==> config.mk <==
export PLATFORM = sky130hd
export DESIGN_NAME = m72_inta_ctrl
export DESIGN_NICKNAME = d
export VERILOG_FILES = /design/src/rtl/m72_pkg.sv /design/src/rtl/m72_inta_ctrl.sv
export SDC_FILE = /design/constraint.sdc
export NUM_CORES = 1
export LEC_CHECK = 0
export CAP_MARGIN = 20
export CORE_AREA = 2 2 75 77
export CTS_CLUSTER_SIZE = 40
export DETAILED_ROUTE_END_ITERATION = 8
export DIE_AREA = 0 0 77 79
export PLACE_DENSITY_LB_ADDON = 0.15
export SKIP_CTS_REPAIR_TIMING = 1
export SLEW_MARGIN = 30
export SYNTH_ARGS = -nofsm -noshare
export SYNTH_HDL_FRONTEND = slang
export SYNTH_SLANG_ARGS = --single-unit
==> constraint.sdc <==
create_clock -name clk -period 2.6 [get_ports clk]
set_input_delay 0.26 -clock clk [delete_from_list [all_inputs] [get_ports clk]]
set_output_delay 0.26 -clock clk [all_outputs]
set_load 0.02 [all_outputs]
==> src/rtl/m72_pkg.sv <==
// Shared types and helpers for the V30 interrupt-acknowledge bridge.
package m72_pkg;

  localparam int VEC_W = 9;

  typedef enum logic [2:0] {
    IDLE,
    REQ,
    INTA1,
    INTA1_GAP,
    INTA2,
    ACK,
    HOLDOFF
  } inta_state_t;

  // PIC vector address {base, level, 2'b00} -> CPU vector type byte
  function automatic logic [7:0] vec_to_type(input logic [VEC_W-1:0] vec);
    return {1'b0, vec[8:2]};
  endfunction

endpackage

==> src/rtl/m72_inta_ctrl.sv <==
// Bridges the PIC level request onto the V30 two-pulse INTA sequence,
// drives the vector type on the second INTA, and acks the PIC once.
//
// state     | meaning
// ----------+-----------------------------------------------------------
// IDLE      | no request in flight; latch vector when PIC requests
// REQ       | cpu_intr asserted, waiting for first INTA rise
// INTA1     | first INTA cycle in progress, waiting for its fall
// INTA1_GAP | between INTA cycles, waiting for second rise
// INTA2     | second INTA cycle, vector driven while cpu_inta=1
// ACK       | one-cycle acknowledge to the PIC
// HOLDOFF   | guard time; also waits for the PIC to drop its request
module m72_inta_ctrl
  import m72_pkg::*;
#(
  parameter int HOLDOFF_CYCLES = 4,
  parameter int INTA_TIMEOUT   = 64
) (
  input  logic             clk,
  input  logic             reset_n,
  input  logic             ce,
  input  logic             pic_int_req,
  input  logic [VEC_W-1:0] pic_int_vector,
  output logic             pic_int_ack,
  output logic             cpu_intr,
  input  logic             cpu_inta,
  output logic [7:0]       cpu_vector,
  output logic             cpu_vector_oe,
  output logic [7:0]       ack_count,
  output logic [7:0]       abort_count
);

  localparam logic [9:0] TIMER_LAST = 10'(INTA_TIMEOUT - 1);
  localparam logic [7:0] HOLD_LOAD  = 8'(HOLDOFF_CYCLES);

  inta_state_t      state, state_nxt;
  logic             inta_d;
  logic             inta_rise, inta_fall;
  logic [VEC_W-1:0] vec_q;
  logic [9:0]       timer;
  logic [7:0]       hold_cnt;
  logic             in_inta1_window;
  logic             timeout;
  logic             unused_vec_lsb;

  assign inta_rise       = cpu_inta & ~inta_d;
  assign inta_fall       = ~cpu_inta & inta_d;
  assign in_inta1_window = (state == INTA1) || (state == INTA1_GAP);
  assign timeout         = in_inta1_window && (timer == TIMER_LAST);
  assign unused_vec_lsb  = ^vec_q[1:0];

  // State register, advanced only on clock-enabled cycles
  always_ff @(posedge clk or negedge reset_n) begin
    if (!reset_n) begin
      state <= IDLE;
    end else if (ce) begin
      state <= state_nxt;
    end
  end

  // Next-state decode; timeout wins over INTA edges in the first-INTA window
  always_comb begin
    state_nxt = state;
    case (state)
      IDLE:      if (pic_int_req) state_nxt = REQ;
      REQ: begin
        if (inta_rise)         state_nxt = INTA1;
        else if (!pic_int_req) state_nxt = IDLE;
      end
      INTA1: begin
        if (timeout)        state_nxt = IDLE;
        else if (inta_fall) state_nxt = INTA1_GAP;
      end
      INTA1_GAP: begin
        if (timeout)        state_nxt = IDLE;
        else if (inta_rise) state_nxt = INTA2;
      end
      INTA2:     if (inta_fall) state_nxt = ACK;
      ACK:       state_nxt = HOLDOFF;
      HOLDOFF:   if ((hold_cnt == 8'd0) && !pic_int_req) state_nxt = IDLE;
      default:   state_nxt = IDLE;
    endcase
  end

  // Edge detector, vector latch, INTA window timer, holdoff counter, debug counters
  always_ff @(posedge clk or negedge reset_n) begin
    if (!reset_n) begin
      inta_d      <= 1'b0;
      vec_q       <= '0;
      timer       <= '0;
      hold_cnt    <= '0;
      ack_count   <= '0;
      abort_count <= '0;
    end else if (ce) begin
      inta_d <= cpu_inta;
      if ((state == IDLE) && pic_int_req) vec_q <= pic_int_vector;
      if (state == REQ)         timer <= '0;
      else if (in_inta1_window) timer <= timer + 10'd1;
      if (state == ACK) begin
        hold_cnt  <= HOLD_LOAD;
        ack_count <= ack_count + 8'd1;
      end else if ((state == HOLDOFF) && (hold_cnt != 8'd0)) begin
        hold_cnt <= hold_cnt - 8'd1;
      end
      if (timeout && (abort_count != 8'hFF)) abort_count <= abort_count + 8'd1;
    end
  end

  // Outputs decoded from state; oe follows the live INTA strobe
  always_comb begin
    cpu_intr      = (state == REQ) || (state == INTA1);
    pic_int_ack   = (state == ACK);
    cpu_vector_oe = (state == INTA2) && cpu_inta;
    cpu_vector    = (state == INTA2) ? vec_to_type(vec_q) : 8'h00;
  end

endmodule

==> summary.md, run 1 <==
The power density relative to cell area was 856 nW/um^2; the final critical-path share of the clock period was 87.9%. The top cell type by area accounts for 47.3% of the synthesized area. The mean area per synthesized cell came out at 10.3 um^2.

Category of the critical setup timing path: reg2out. In this run the number of H-tree levels came out at 2. The checks that failed: hold timing. In the routed layout, each cell is associated on average with a via count of 5.30. The share of post-route cells with drive strength above 1 came out at 9.59%.

The final-report hold violation count was 45; the remaining number of nets flagged by the antenna check after routing was 0. Global routing used 16.4% of the available tracks. The worst path needs 2290 ps of the cycle, external delays included. The worst register-to-register path begins at timer[7]. Tracing the worst setup path back leads to its startpoint at state[2]. For the final routed database, the setup TNS stands at 0 ps. Counting flops with an async set or reset pin after synthesis yields a share of 100%. Yosys printed 0 warnings. Setup repair after global routing left no endpoint under its margin. The flow ran to the end, but the final reports show violations. The total wirelength of the detailed-routed design came out at 4640 um. Worst slack on hold paths: -44.4 ps. The cell count after synthesis came out at 231.

The width of the die works out to 77 um. Across all setup checks in the final design, the least slack found is 314 ps. Summed over all nets, the half-perimeter wirelength after detailed placement is 3240 um. The average wire per cell in the routed design was 13.5 um; the final number of setup-violating endpoints was 0. The tools report the end of the worst register-to-register path as abort_count[1]. The run gives 510 as the number of inserted filler cells in the final layout. TritonCTS built the clock tree. Number of I/O port buffers: 37. The floorplan step defined a die boundary enclosing 6080 um^2.

After synthesis, the cell types taking the most area are sky130_fd_sc_hd__dfrtp_1 (47%), sky130_fd_sc_hd__xnor2_1 (6.6%), sky130_fd_sc_hd__mux2_2 (3.8%). The via count of the first global-routing pass was 1,718. Static timing analysis puts the maximum clock frequency at 0.437 GHz. The sequential share of the synthesized area was 47.3%; the placer's final routability congestion estimate was 0.741.

The layout-stage area growth over the synthesis result is 23.2%, and the largest clock skew in the final design is 5.01 ps. Summed over all cells, the static leakage comes to 0.00123 uW. The total area inside the core boundary comes to 5340 um^2. Yosys mapped a number of flops with a built-in enable equal to 0.

VDD sags by at most 523 uV. The number of nets produced by synthesis was 250. The worst min-delay path class is in2async.

The remaining design rule violation count was 0; the max-capacitance violation count was 0. For the pin with the worst max-slew slack, the measured transition is 583 ps. Detailed routing inserted a total of 1,817 vias. The first global-routing pass estimated 8090 um of wire.

The tools report the number of nets in the final layout as 289. Data arrival time of the critical path: 2030 ps. Row generation in the floorplan step produced 27 rows. STA puts the critical path data required time at 2340 ps.

The clock net in this run drives a total of 45 sinks. The logs give 0 for the final global-route overflow total and 580 ps for the minimum setup slack among reg-to-reg paths. The run gives 0 as the total inserted antenna cells. The cell chosen for the clock root was sky130_fd_sc_hd__clkbuf_8. For the boundary pin count, the log shows 41.

The total standard cell area after synthesis came out at 2380 um^2. After synthesis the netlist holds a flip-flop and latch count of 45. The height of the die was 79 um; the pin count of the biggest net entering global routing was 46. TritonCTS created 5 clock buffers. The initial core utilization came out at 44.6%. Commonest register cell after synthesis: sky130_fd_sc_hd__dfrtp_1. The placement-stage worst setup slack was 419 ps. For the worst-case headroom to the max-slew limit, the log shows 60.8%. The kind of start point of the critical path is a flip-flop. Counting cells, the worst reg-to-reg path comes to 4.

Of all cell types, the one taking the most synthesized area is sky130_fd_sc_hd__dfrtp_1. Clock-pin slew was measured on the worst setup and hold paths at 80 ps. Clock insertion delay at the later pin of the skew report: 290 ps. For this run, the detailed router's first-pass iteration total came to 4. Initial antenna violation count: 0. Yosys mapped the design onto 47 distinct sky130hd cell types. In this run the deepest clock path goes through 2 buffers. The detailed router finished its first iteration with 82 violations. The critical path endpoint category was an output port. The run gives 0 as the number of slew-limit violations in the final report. The maximum fanout encountered on the critical timing path came out at 15.
final cells by class:
type / instances / area (um^2) / share of cell area [%]
Multi-Input combinational cell: 171 / 1180 / 40.4
Sequential cell: 45 / 1130 / 38.4
Timing Repair Buffer: 40 / 390 / 13.3
Tap cell: 72 / 90.1 / 3.07
Clock buffer: 7 / 86.3 / 2.94
Clock inverter: 1 / 30.0 / 1.02
Inverter: 7 / 26.3 / 0.896
cells in the final DEF (no fill, tap or decap), types with 4 or more instances in the layout:
| cell type | instances |
|---|---|
| sky130_fd_sc_hd__nor2_1 | 20 |
| sky130_fd_sc_hd__nand2_1 | 14 |
| sky130_fd_sc_hd__clkbuf_8 | 6 |
| sky130_fd_sc_hd__or4_1 | 4 |
| sky130_fd_sc_hd__xnor2_1 | 18 |
| sky130_fd_sc_hd__a21oi_1 | 8 |
| sky130_fd_sc_hd__nor4_1 | 4 |
| sky130_fd_sc_hd__mux2_2 | 8 |
| sky130_fd_sc_hd__nand2b_1 | 5 |
| sky130_fd_sc_hd__nor3_1 | 5 |
| sky130_fd_sc_hd__nand3_1 | 14 |
| sky130_fd_sc_hd__xor2_1 | 5 |
| sky130_fd_sc_hd__inv_1 | 7 |
| sky130_fd_sc_hd__and3_1 | 5 |
| sky130_fd_sc_hd__buf_4 | 4 |
| sky130_fd_sc_hd__nand4_1 | 6 |
| sky130_fd_sc_hd__and2_1 | 9 |
| sky130_fd_sc_hd__ha_1 | 5 |
| sky130_fd_sc_hd__mux2i_1 | 4 |
| sky130_fd_sc_hd__dfrtp_1 | 45 |
| sky130_fd_sc_hd__clkdlybuf4s50_1 | 36 |
power breakdown:
group	total, uW	leakage, uW	switching [uW]	internal (uW)
Clock	542	0.0000585	228	313
Combinational	836	0.000581	418	419
Sequential	1130	0.000592	244	888
Total	2510	0.00123	890	1620
sequential cells by signal, summed over array words and instances (netlist names):
register and count:
timer 10, state 3, inta_d 1, vec_q 7
ack_count 8, hold_cnt 8, abort_count 8
critical path, stage by stage, from the launching register on:
cell and delay, ps:
sky130_fd_sc_hd__dfrtp_1 590, sky130_fd_sc_hd__nor3b_1 230, sky130_fd_sc_hd__buf_4 180, sky130_fd_sc_hd__and2_1 120, sky130_fd_sc_hd__clkdlybuf4s50_1 610
metal layers:
metal,vias up,GRT usage [%],part of all wire (%)
met3,4,3.98,4.5
met2,39,27.3,48
met5,-,0,0
li1,897,-,-
met4,0,4.29,0.71
met1,877,21.7,47
Yosys cell counts (2+ instances only):
cell and count:
sky130_fd_sc_hd__nor3_1 5, sky130_fd_sc_hd__mux2_2 8, sky130_fd_sc_hd__nand4_1 6, sky130_fd_sc_hd__a21oi_1 8, sky130_fd_sc_hd__nand2b_1 5, sky130_fd_sc_hd__nor3b_1 2
sky130_fd_sc_hd__nand3_1 14, sky130_fd_sc_hd__or3_1 3, sky130_fd_sc_hd__nor2_1 20, sky130_fd_sc_hd__o21ai_0 2, sky130_fd_sc_hd__inv_1 7, sky130_fd_sc_hd__o211ai_1 3
sky130_fd_sc_hd__nor4_1 4, sky130_fd_sc_hd__nand2_1 14, sky130_fd_sc_hd__nand4b_1 2, sky130_fd_sc_hd__and2_1 9, sky130_fd_sc_hd__xor2_1 5, sky130_fd_sc_hd__or4_4 2
sky130_fd_sc_hd__ha_1 5, sky130_fd_sc_hd__mux2i_1 4, sky130_fd_sc_hd__xnor2_1 18, sky130_fd_sc_hd__o2bb2ai_1 2, sky130_fd_sc_hd__or4_1 4, sky130_fd_sc_hd__dfrtp_1 45
sky130_fd_sc_hd__and3b_1 3, sky130_fd_sc_hd__clkbuf_1 6, sky130_fd_sc_hd__and3_1 5
how the worst max path moves through the flow:
stage	to	slack, ps	depth (start not counted)
after detailed placement	timer[8]	420	5
after floorplan	abort_count[1]	740	4
after CTS	cpu_vector[6]	280	4
final	cpu_vector[5]	310	4
after global routing	cpu_vector[6]	110	4
after global placement	timer[8]	440	5
logic make-up (layout without fill, tap and decap cells):
| kind of cell | Yosys count | after routing | synth area share [%] |
|---|---|---|---|
| and+or+nand+nor | 105 | 105 | 25.4 |
| DFF | 45 | 45 | 47.3 |
| AOI/OAI and AO/OA | 24 | 24 | 6.94 |
| xor gates and xnor gates | 23 | 23 | 8.46 |
| buffers and inverters | 15 | 55 | 2.94 |
| muxes | 13 | 13 | 6.10 |
| adders and majority gates | 5 | 5 | 2.63 |
| other | 1 | 1 | 0.158 |
per-stage QoR:
stage | util (%) | cells | total power (uW) | area (um^2)
after floorplan | - | 231 | 1680 | 2380
after global placement | 52.7 | 335 | 1960 | 2810
after detailed placement | 52.8 | 335 | 1980 | 2820
after CTS | 54.9 | 343 | 2540 | 2930
after global routing | 54.9 | 343 | 2710 | 2930
final | 54.9 | 343 | 2510 | 2930
(Power assumes the default switching activity.)
==> run 2, diff against run 1 <==
--- a/config.mk
+++ b/config.mk
@@ -11,6 +11,7 @@
 export DETAILED_ROUTE_END_ITERATION = 8
 export DIE_AREA = 0 0 77 79
 export PLACE_DENSITY_LB_ADDON = 0.15
+export REMOVE_ABC_BUFFERS = 1
 export SKIP_CTS_REPAIR_TIMING = 1
 export SLEW_MARGIN = 30
 export SYNTH_ARGS = -nofsm -noshare
==> run 2 against run 1 <==
  * The run now ends clean
  * First-iteration DRC count is 15% lower
  * Combinational power is 2.6% higher
  * Critical path depth stayed put
  * Global-route usage is 0.33 points lower
  * Largest power group unchanged
  * Count of clock-buffer cells in the layout is 2 lower
  * Non-clock buffer count is 3 higher
  * Largest cell class unchanged
  * Total power is 5.8% lower
  * Core utilization is 0.38 points lower
==> summary.md, run 2 (synthesis results as in run 1) <==
The number of I/O port buffers is 37 (unchanged), and the final global-route overflow total is 0 (unchanged). For the number of slew-limit violations in the final report, the log shows 0 (unchanged). The worst slack on hold paths is 472 ps (was -44.4 ps).

The clock insertion delay at the later pin of the skew report was 280 ps (was 290 ps). The tools report the cell chosen for the clock root as sky130_fd_sc_hd__clkbuf_8 (unchanged). The total wirelength of the detailed-routed design is 4450 um (was 4640 um), and the pin slew with the least headroom to its limit is 542 ps (was 583 ps). The logs give 16.1% (was 16.4%) for the overall routing resource usage and 292 (was 289) for the number of nets in the final layout. Worst-case headroom to the max-slew limit: 63.5% (was 60.8%). The leading cell type in the layout, fill and taps excluded is sky130_fd_sc_hd__dfrtp_1 (unchanged).

The run gives 6080 um^2 (unchanged) as the area of the die. For the total iterations of the first detailed-routing run, the log shows 4 (unchanged). The initial core utilization is 44.6% (unchanged). The maximum fanout encountered on the critical timing path is 17 (was 15), and the pin count of the biggest net entering global routing is 24 (was 46). The tools report the accumulated negative setup slack as 0 ps (unchanged).

The family of cells with the greatest summed delay on the critical path was buffers and inverters (unchanged). The placement-stage worst setup slack came out at 396 ps (was 419 ps). Highest-count cells in the layout ignoring fill and taps: sky130_fd_sc_hd__dfrtp_1 (45), sky130_fd_sc_hd__clkdlybuf4s50_1 (36), sky130_fd_sc_hd__nor2_1 (20) (unchanged). The tools report the final number of setup-violating endpoints as 0 (unchanged). The instance area at placement was 2830 um^2 (was 2820 um^2); the height of the die was 79 um (unchanged). The peak clock frequency supported by timing was 0.431 GHz (was 0.437 GHz). The run finished with clean final reports. The final critical-path share of the clock period works out to 89.2% (was 87.9%). The run gives 0.00123 uW (about the same) as the leakage power summed over all cells. The placeable core region came out at 5340 um^2 (unchanged). The category of the critical setup timing path was reg2out (unchanged). The highest cell delay on the worst timing path was 600 ps (was 610 ps); the final worst slack was 280 ps (was 314 ps). The count of H-tree levels built during CTS is 2 (unchanged), and the post-layout minimum cycle time is 2320 ps (was 2290 ps). The power density relative to cell area was 812 nW/um^2 (was 856 nW/um^2); the average wire per cell in the routed design was 12.9 um (was 13.5 um).

The tools report the critical path endpoint category as an output port (unchanged). The share of post-route cells with drive strength above 1 was 9.93% (was 9.59%). The critical path depth is 4 (unchanged).

The clock input transition at the sequential cells of the worst setup and hold paths came out at 80 ps (about the same). For the total inserted antenna cells, the log shows 0 (unchanged). The kind of start point of the critical path was a flip-flop (unchanged). For the worst endpoint required time, the log shows 2340 ps (about the same). The worst min-delay path class is in2async (unchanged). The via count of the first global-routing pass is 1,763 (was 1,718).

The logs give 514 (was 510) for the number of inserted filler cells in the final layout and 2060 ps (was 2030 ps) for the data arrival time of the critical path. Layout-stage area growth over the synthesis result: 22.4% (was 23.2%). The tools report the clock buffer count from CTS as 5 (unchanged).

For the placer's final routability congestion estimate, the log shows 0.813 (was 0.741). The tools report the total power of the final layout as 2370 uW (was 2510 uW). Remaining design rule violation count: 0 (unchanged). The run gives 7920 um (was 8090 um) as the first-pass GRT wire length.

The flip-flop count of the largest register, all copies and words added was 10 (unchanged); the area occupied by multi-input gates was 1180 um^2 (unchanged). For the starting DRC count in detailed routing, the log shows 70 (was 82). The initial antenna violation count was 0 (unchanged); the CTS sink count was 45 (unchanged). The total number of vias was 1,791 (was 1,817); the routed via count divided by cell count was 5.21 (was 5.30). For the area taken by flip-flops and latches, the log shows 1130 um^2 (unchanged). The largest clock skew in the final design is 2.10 ps (was 5.01 ps), and the final-report hold violation count is 0 (was 45). Max-capacitance violation count: 0 (unchanged). The boundary pin count is 41 (unchanged), and the placement row count is 27 (unchanged). The width of the die is 77 um (unchanged). Ordered list of cells on the worst path: nor3b_1, buf_4, and2_1, clkdlybuf4s50_1 (unchanged). The tools report the summed area of non-filler cells in the final layout as 2910 um^2 (was 2930 um^2). TritonCTS built the clock tree. The number of buffer and inverter instances along the worst setup path was 2 (unchanged); the buffer levels on the longest clock path was 2 (unchanged). Setup repair after global routing left no endpoint under its margin.

The HPWL reported at the end of detailed placement was 3220 um (was 3240 um); the remaining number of nets flagged by the antenna check after routing was 0 (unchanged). The register bank with the most flops is timer (unchanged). The worst-case reg-to-reg path depth was 4 (unchanged); the worst voltage drop across the vdd grid was 499 uV (was 523 uV). The library cell contributing the largest single delay on the critical path is sky130_fd_sc_hd__clkdlybuf4s50_1 (unchanged).
[run 2: path summary, 6_finish.rpt]
path / startpoint / slack, ps / end
hold / removal: reset_n / 470 / timer[6]
setup reg to reg: timer[7] / 580 / abort_count[1]
min in group clk: ack_count[7] / 480 / ack_count[7]
max in group asynchronous: reset_n / 1450 / hold_cnt[2]
hold reg to reg: ack_count[7] / 480 / ack_count[7]
setup / recovery: state[0] / 280 / cpu_vector[2]
[run 2: where the power goes]
part / internal [uW] / switching (uW) / leakage, uW
Clock: 177 / 215 / 0.0000399
Sequential: 888 / 228 / 0.000592
Combinational: 429 / 429 / 0.000595
Total: 1490 / 871 / 0.00123
[run 2: final cells by class]
class,count,share of cell area (%)
clock buffers,5,2.36
clock inverters,1,0.172
inverters,7,0.902
multi-input cells,171,40.6
flip-flops and latches,45,38.7
well taps,72,3.09
repair buffers,43,14.2
[run 2: routing by layer]
metal | GRT usage [%] | vias up | wire length [um]
li1 | - | 900 | -
met1 | 21.7 | 864 | 2230
met2 | 26.2 | 23 | 2080
met3 | 3.52 | 4 | 110
met4 | 4.82 | 0 | 30
met5 | 0 | - | 0
[run 2: metrics by stage]
stage	instances	utilization [%]
2_1_floorplan	223	-
3_3_place_gp	337	53.0
3_5_place_dp	337	53.0
4_1_cts	343	54.4
5_1_grt	344	54.6
6_report	344	54.6
[run 2: worst reg2reg max path, stage by stage, from the launching register on]
cell                      delay [ps]
sky130_fd_sc_hd__dfrtp_1         430
sky130_fd_sc_hd__or4_4           580
sky130_fd_sc_hd__nor4b_4         450
sky130_fd_sc_hd__nand2_2         140
sky130_fd_sc_hd__mux2_4          310
==> run 3, diff against run 2 <==
--- a/config.mk
+++ b/config.mk
@@ -7,7 +7,6 @@
 export LEC_CHECK = 0
 export CAP_MARGIN = 20
 export CORE_AREA = 2 2 75 77
-export CTS_CLUSTER_SIZE = 40
 export DETAILED_ROUTE_END_ITERATION = 8
 export DIE_AREA = 0 0 77 79
 export PLACE_DENSITY_LB_ADDON = 0.15
==> results of run 3 <==
No change in the layout: final DEF, timing and power equal those of run 2.
